[src/rtl/closest_hit_tracker.sv]
// Tracks the nearest qualifying ray-hit distance and its object id across a ray's candidate stream.
// Optional macro CLOSEST_HIT_STATS_EN adds a saturating per-ray candidate count output.
module closest_hit_tracker #(
  parameter int unsigned ID_W = 8,
`ifdef CLOSEST_HIT_STATS_EN
  parameter int unsigned CNT_W = 8,
`endif
  parameter logic [31:0] T_MIN = 32'h3A83126F
) (
  input  logic            clk_in,
  input  logic            rst_in,
  input  logic            in_valid,
  output logic            in_ready,
  input  logic [31:0]     in_t,
  input  logic [ID_W-1:0] in_id,
  input  logic            in_hit,
  input  logic            in_last,
  output logic            res_valid,
  input  logic            res_ready,
  output logic [31:0]     res_t,
  output logic [ID_W-1:0] res_id,
  output logic            res_hit
`ifdef CLOSEST_HIT_STATS_EN
  ,
  output logic [CNT_W-1:0] res_cand_cnt
`endif
);

  localparam logic [31:0] POS_INF = 32'h7F800000;

  typedef enum logic [1:0] {IDLE, ACCUM, HOLD} state_t;

  state_t            state_reg, state_next;
  logic              acc_hit_reg;
  logic [30:0]       best_t_reg;
  logic [ID_W-1:0]   best_id_reg;
  logic [31:0]       res_t_reg;
  logic [ID_W-1:0]   res_id_reg;
  logic              res_hit_reg;

  logic              accept;
  logic              qualify;
  logic              merged_hit;
  logic [30:0]       merged_t;
  logic [ID_W-1:0]   merged_id;

  assign in_ready = (state_reg != HOLD) || res_ready;
  assign accept   = in_valid && in_ready;

  // Positive finite floats order like their magnitude bits, so an unsigned compare suffices.
  assign qualify = in_hit && !in_t[31] && (in_t[30:23] != 8'hFF) &&
                   (in_t[30:0] > T_MIN[30:0]) &&
                   (!acc_hit_reg || (in_t[30:0] < best_t_reg));

  assign merged_hit = acc_hit_reg || qualify;
  assign merged_t   = qualify ? in_t[30:0] : best_t_reg;
  assign merged_id  = qualify ? in_id : best_id_reg;

  always_comb begin
    state_next = state_reg;
    if (accept) begin
      state_next = in_last ? HOLD : ACCUM;
    end else if (state_reg == HOLD && res_ready) begin
      state_next = IDLE;
    end
  end

  always_ff @(posedge clk_in) begin
    if (rst_in) begin
      state_reg   <= IDLE;
      acc_hit_reg <= 1'b0;
      best_t_reg  <= '0;
      best_id_reg <= '0;
      res_t_reg   <= POS_INF;
      res_id_reg  <= '0;
      res_hit_reg <= 1'b0;
    end else begin
      state_reg <= state_next;
      if (accept) begin
        if (in_last) begin
          // Result takes the last beat into account; accumulator restarts empty for the next ray.
          acc_hit_reg <= 1'b0;
          res_hit_reg <= merged_hit;
          res_t_reg   <= merged_hit ? {1'b0, merged_t} : POS_INF;
          res_id_reg  <= merged_hit ? merged_id : '0;
        end else begin
          acc_hit_reg <= merged_hit;
          best_t_reg  <= merged_t;
          best_id_reg <= merged_id;
        end
      end
    end
  end

  assign res_valid = (state_reg == HOLD);
  assign res_t     = res_t_reg;
  assign res_id    = res_id_reg;
  assign res_hit   = res_hit_reg;

`ifdef CLOSEST_HIT_STATS_EN
  logic [CNT_W-1:0] cnt_reg;
  logic [CNT_W-1:0] res_cnt_reg;
  logic [CNT_W-1:0] cnt_inc;

  assign cnt_inc = (cnt_reg == {CNT_W{1'b1}}) ? cnt_reg : cnt_reg + CNT_W'(1);

  always_ff @(posedge clk_in) begin
    if (rst_in) begin
      cnt_reg     <= '0;
      res_cnt_reg <= '0;
    end else if (accept) begin
      if (in_last) begin
        res_cnt_reg <= cnt_inc;
        cnt_reg     <= '0;
      end else begin
        cnt_reg <= cnt_inc;
      end
    end
  end

  assign res_cand_cnt = res_cnt_reg;
`endif

endmodule
[config.mk]
export PLATFORM = sky130hd
export DESIGN_NAME = closest_hit_tracker
export DESIGN_NICKNAME = d
export VERILOG_FILES = /design/src/rtl/closest_hit_tracker.sv
export SDC_FILE = /design/constraint.sdc
export NUM_CORES = 1
export LEC_CHECK = 0
export ABC_CLOCK_PERIOD_IN_PS = 8800
export CAP_MARGIN = 20
export CORE_ASPECT_RATIO = 1.1
export CORE_MARGIN = 4
export CORE_UTILIZATION = 45
export CTS_CLUSTER_SIZE = 28
export DETAILED_ROUTE_END_ITERATION = 8
export PLACE_DENSITY = 0.72
export SYNTH_ARGS = -nofsm -noshare
export SYNTH_HDL_FRONTEND = slang
export SYNTH_SLANG_ARGS = --single-unit
[constraint.sdc]
create_clock -name clk_in -period 8.8 [get_ports clk_in]
set_input_delay 2.2 -clock clk_in [delete_from_list [all_inputs] [get_ports clk_in]]
set_output_delay 2.2 -clock clk_in [all_outputs]
set_load 0.01 [all_outputs]
==> out/results.ini <==
[status]
run_status = completed

[logic_synthesis]
synth_top_flop_cell = dfxtp_1
arithmetic_cell_share_of_the_synthesized_area_counting_full_adders_half_adders_and_majority_gates_pct = 8.96
netlist.area_leader.share_pct = 39.2
synthXorXnorAreaFrac_pct = 0
synth.yosys.seq_area_share_pct = 39.2
post-synth-top-count-cell = dfxtp_1
synth.avg_cell_area_um2 = 9.25
syn_nets = 529
async_reset_ff_share_pct = 0
mappedNetlistArea_mm2 = 0.00419
yosysUniqueCellTypes = 48
dominant_combinational_cell_family_by_area_after_synthesis = multiplexers
postSynthRegisterBits = 82
synth_warnings = 0
synth_compound_area_share_pct = 13.0
synth_top_cells_by_count = dfxtp_1 (82), mux2i_1 (70), nand2_1 (48), nor2_1 (48), o21ai_1 (34)
muxShareOfSynthArea_pct = 19.4
synthesis.instances = 453
post_synth_and_or_nand_nor_area_fraction_pct = 13.1
ys_top_cells_by_area = dfxtp_1 (39%), mux2i_1 (17%), ha_1 (9.0%)
synth.largest_area_cell = dfxtp_1
synth_enable_flop_cells = 0

[routing]
first_iter_violations = 107
drc = 0
drt_wl_total_mm = 9.85
postRouteAntennaNets = 0
firstDrtPassIters = 4
route.detailed.wl_per_inst_um = 15.1
viasPerCell = 5.27
via_count = 3445

[timing]
relSlewSlack_pct = 28.9
clock_skews_ns = 0.0144
layout_worst_path_cycle_share_pct = 64.7
maxSlewViolCount = 0
period_minus_slack_ns = 5.70
holdWs_ns = 0.445
tightestPinTransition_ns = 1.07
setup_viol = 0
peak_clock_frequency_supported_by_timing_mhz = 176
rsz0062_at_grt = no
final-hold-violation-count = 0
timing.setup.tns_ns = 0

[clock_network]
clock_tree_from_tritoncts = done
h-tree-depth = 3
post_cts.resized_instances = 0
numClockSinks = 82
cts_hold_repair.buffers = 0
worst_setup_hold_path_clk_slew_ns = 0.09
clock_tree.root_cell = clkbuf_8
cts_post_setup_buffers_inserted = 0
insertion_delay_ns = 0.36
cts_buffers = 9
cts_buffer_depth = 2

[worst_setup_path]
critical_path.endpoint_type = output pin
critical_path.max_fanout = 4
timing.critical_path.arrival_ns = 3.50
cp.required_ns = 6.60
critPathKind = in -> out
reg2reg_setup_slack_ns = 5.33
rr_worst_depth = 10
setup.worst_path.start_class = input pin
r2r_start = best_t_reg[24]
reg2reg_to = best_t_reg[24]

[min_path]
worst_hold_stages = 2
holdCritStartpoint = res_hit
min_delay_path_class = reg -> reg
timing.hold.worst_endpoint = res_hit

[cells_and_area]
design.final.nets = 611
area_delta_synth_final_pct = 27.3
fill_cells = 782
antenna-diode-count = 0
layout-drive-gt1-share_pct = 6.85
post-route-util_pct = 59.5

[floorplan]
placeableCoreArea_mm2 = 0.00896
fp.dieArea_mm2 = 0.0109
initial_core_util_pct = 46.7
core.rowCount = 36
ioPinCount = 89
die_height_um = 109
chipWidth_um = 100

[placement]
dp.final_hpwl_mm = 7.14
gpl.final_weighted_congestion = 0.791
portBuffers = 87

[global_route]
gr-total-overflow = 0
grt_max_degree = 45
grt_antenna_before_repair = 0
grt_usage_pct = 18.6
grt_first_pass_wirelength_mm = 16.5
grt_pass1_vias = 3536

[flow_run]
drv.max_cap_violation_count = 0

[power]
pwr_density_cell_mw_per_mm2 = 146
total_leakage_power_nw = 1.81
peakVddDrop_mv = 0.101

[layout make-up]
cell class                      count  area, um^2  share of cell area (%)
Multi-Input combinational cell    316        2290                    43.0
Sequential cell                    82        1640                    30.8
Timing Repair Buffer               93         916                    17.2
Tap cell                          114         143                    2.67
Clock buffer                       10         128                    2.39
Inverter                           33         124                    2.32
Clock inverter                      6        90.1                    1.69
[layout by cell type (no fill, tap or decap), drive strengths merged, types with 2 or more instances in the layout]
master / count
a211oi: 2
a21oi: 19
a31oi: 2
buf: 6
bufinv: 2
clkbuf: 10
clkdlybuf4s50: 87
clkinv: 2
dfxtp: 82
ha: 30
inv: 34
mux2: 8
mux2i: 70
nand2: 48
nand2b: 2
nand3: 6
nand4: 5
nor2: 48
nor2b: 2
nor3: 2
nor4: 2
o21ai: 40
o22a: 8
or4: 2
[how the worst max path moves through the flow]
| stage | startpoint | end | depth (start not counted) |
|---|---|---|---|
| 6_report | res_ready | in_ready | 4 |
| 5_1_grt | res_ready | in_ready | 4 |
| 4_1_cts | res_ready | in_ready | 4 |
| 3_5_place_dp | in_t[30] | best_t_reg[24] | 10 |
| 3_3_place_gp | in_t[22] | best_t_reg[19] | 10 |
| 2_1_floorplan | res_ready | in_ready | 2 |
[per-layer routing]
| layer | track usage [%] | wire [um] | vias to the layer above |
|---|---|---|---|
| met2 | 32.7 | 4720 | 75 |
| met5 | 0 | 0 | - |
| met1 | 23.3 | 4560 | 1627 |
| met4 | 5.00 | 110 | 0 |
| li1 | - | - | 1733 |
| met3 | 3.77 | 461 | 10 |
[logic make-up after synthesis]
group                    after synthesis
AO/OA/AOI/OAI                         83
adder cells (fa/ha/maj)               30
buffers and inverters                 55
flip-flops                            82
multiplexers                          78
other                                  1
AND/OR/NAND/NOR                      124
[power breakdown]
part,internal (W),switching [W]
registers,0.000375,0.00000297
logic,0.0000470,0.0000494
clock network,0.000161,0.000143
total,0.000583,0.000195
[critical path, cell delays in order]
cell and delay [ns]:
clkdlybuf4s50_1 0.51, nor2_1 0.05, nand2_1 0.16, clkdlybuf4s50_1 0.58
[metrics by stage]
| stage | std cells | setup slack [ns] | instance area, um^2 | total power (W) |
|---|---|---|---|---|
| after floorplan | 453 | 4.21 | 4190 | 0.000438 |
| after global placement | 638 | 2.97 | 5110 | 0.000481 |
| after detailed placement | 638 | 2.90 | 5110 | 0.000484 |
| after CTS | 654 | 3.08 | 5330 | 0.000784 |
| after global routing | 654 | 3.02 | 5330 | 0.000810 |
| final | 654 | 3.10 | 5330 | 0.000779 |
No activity file was read; power rests on OpenSTA's default activity.
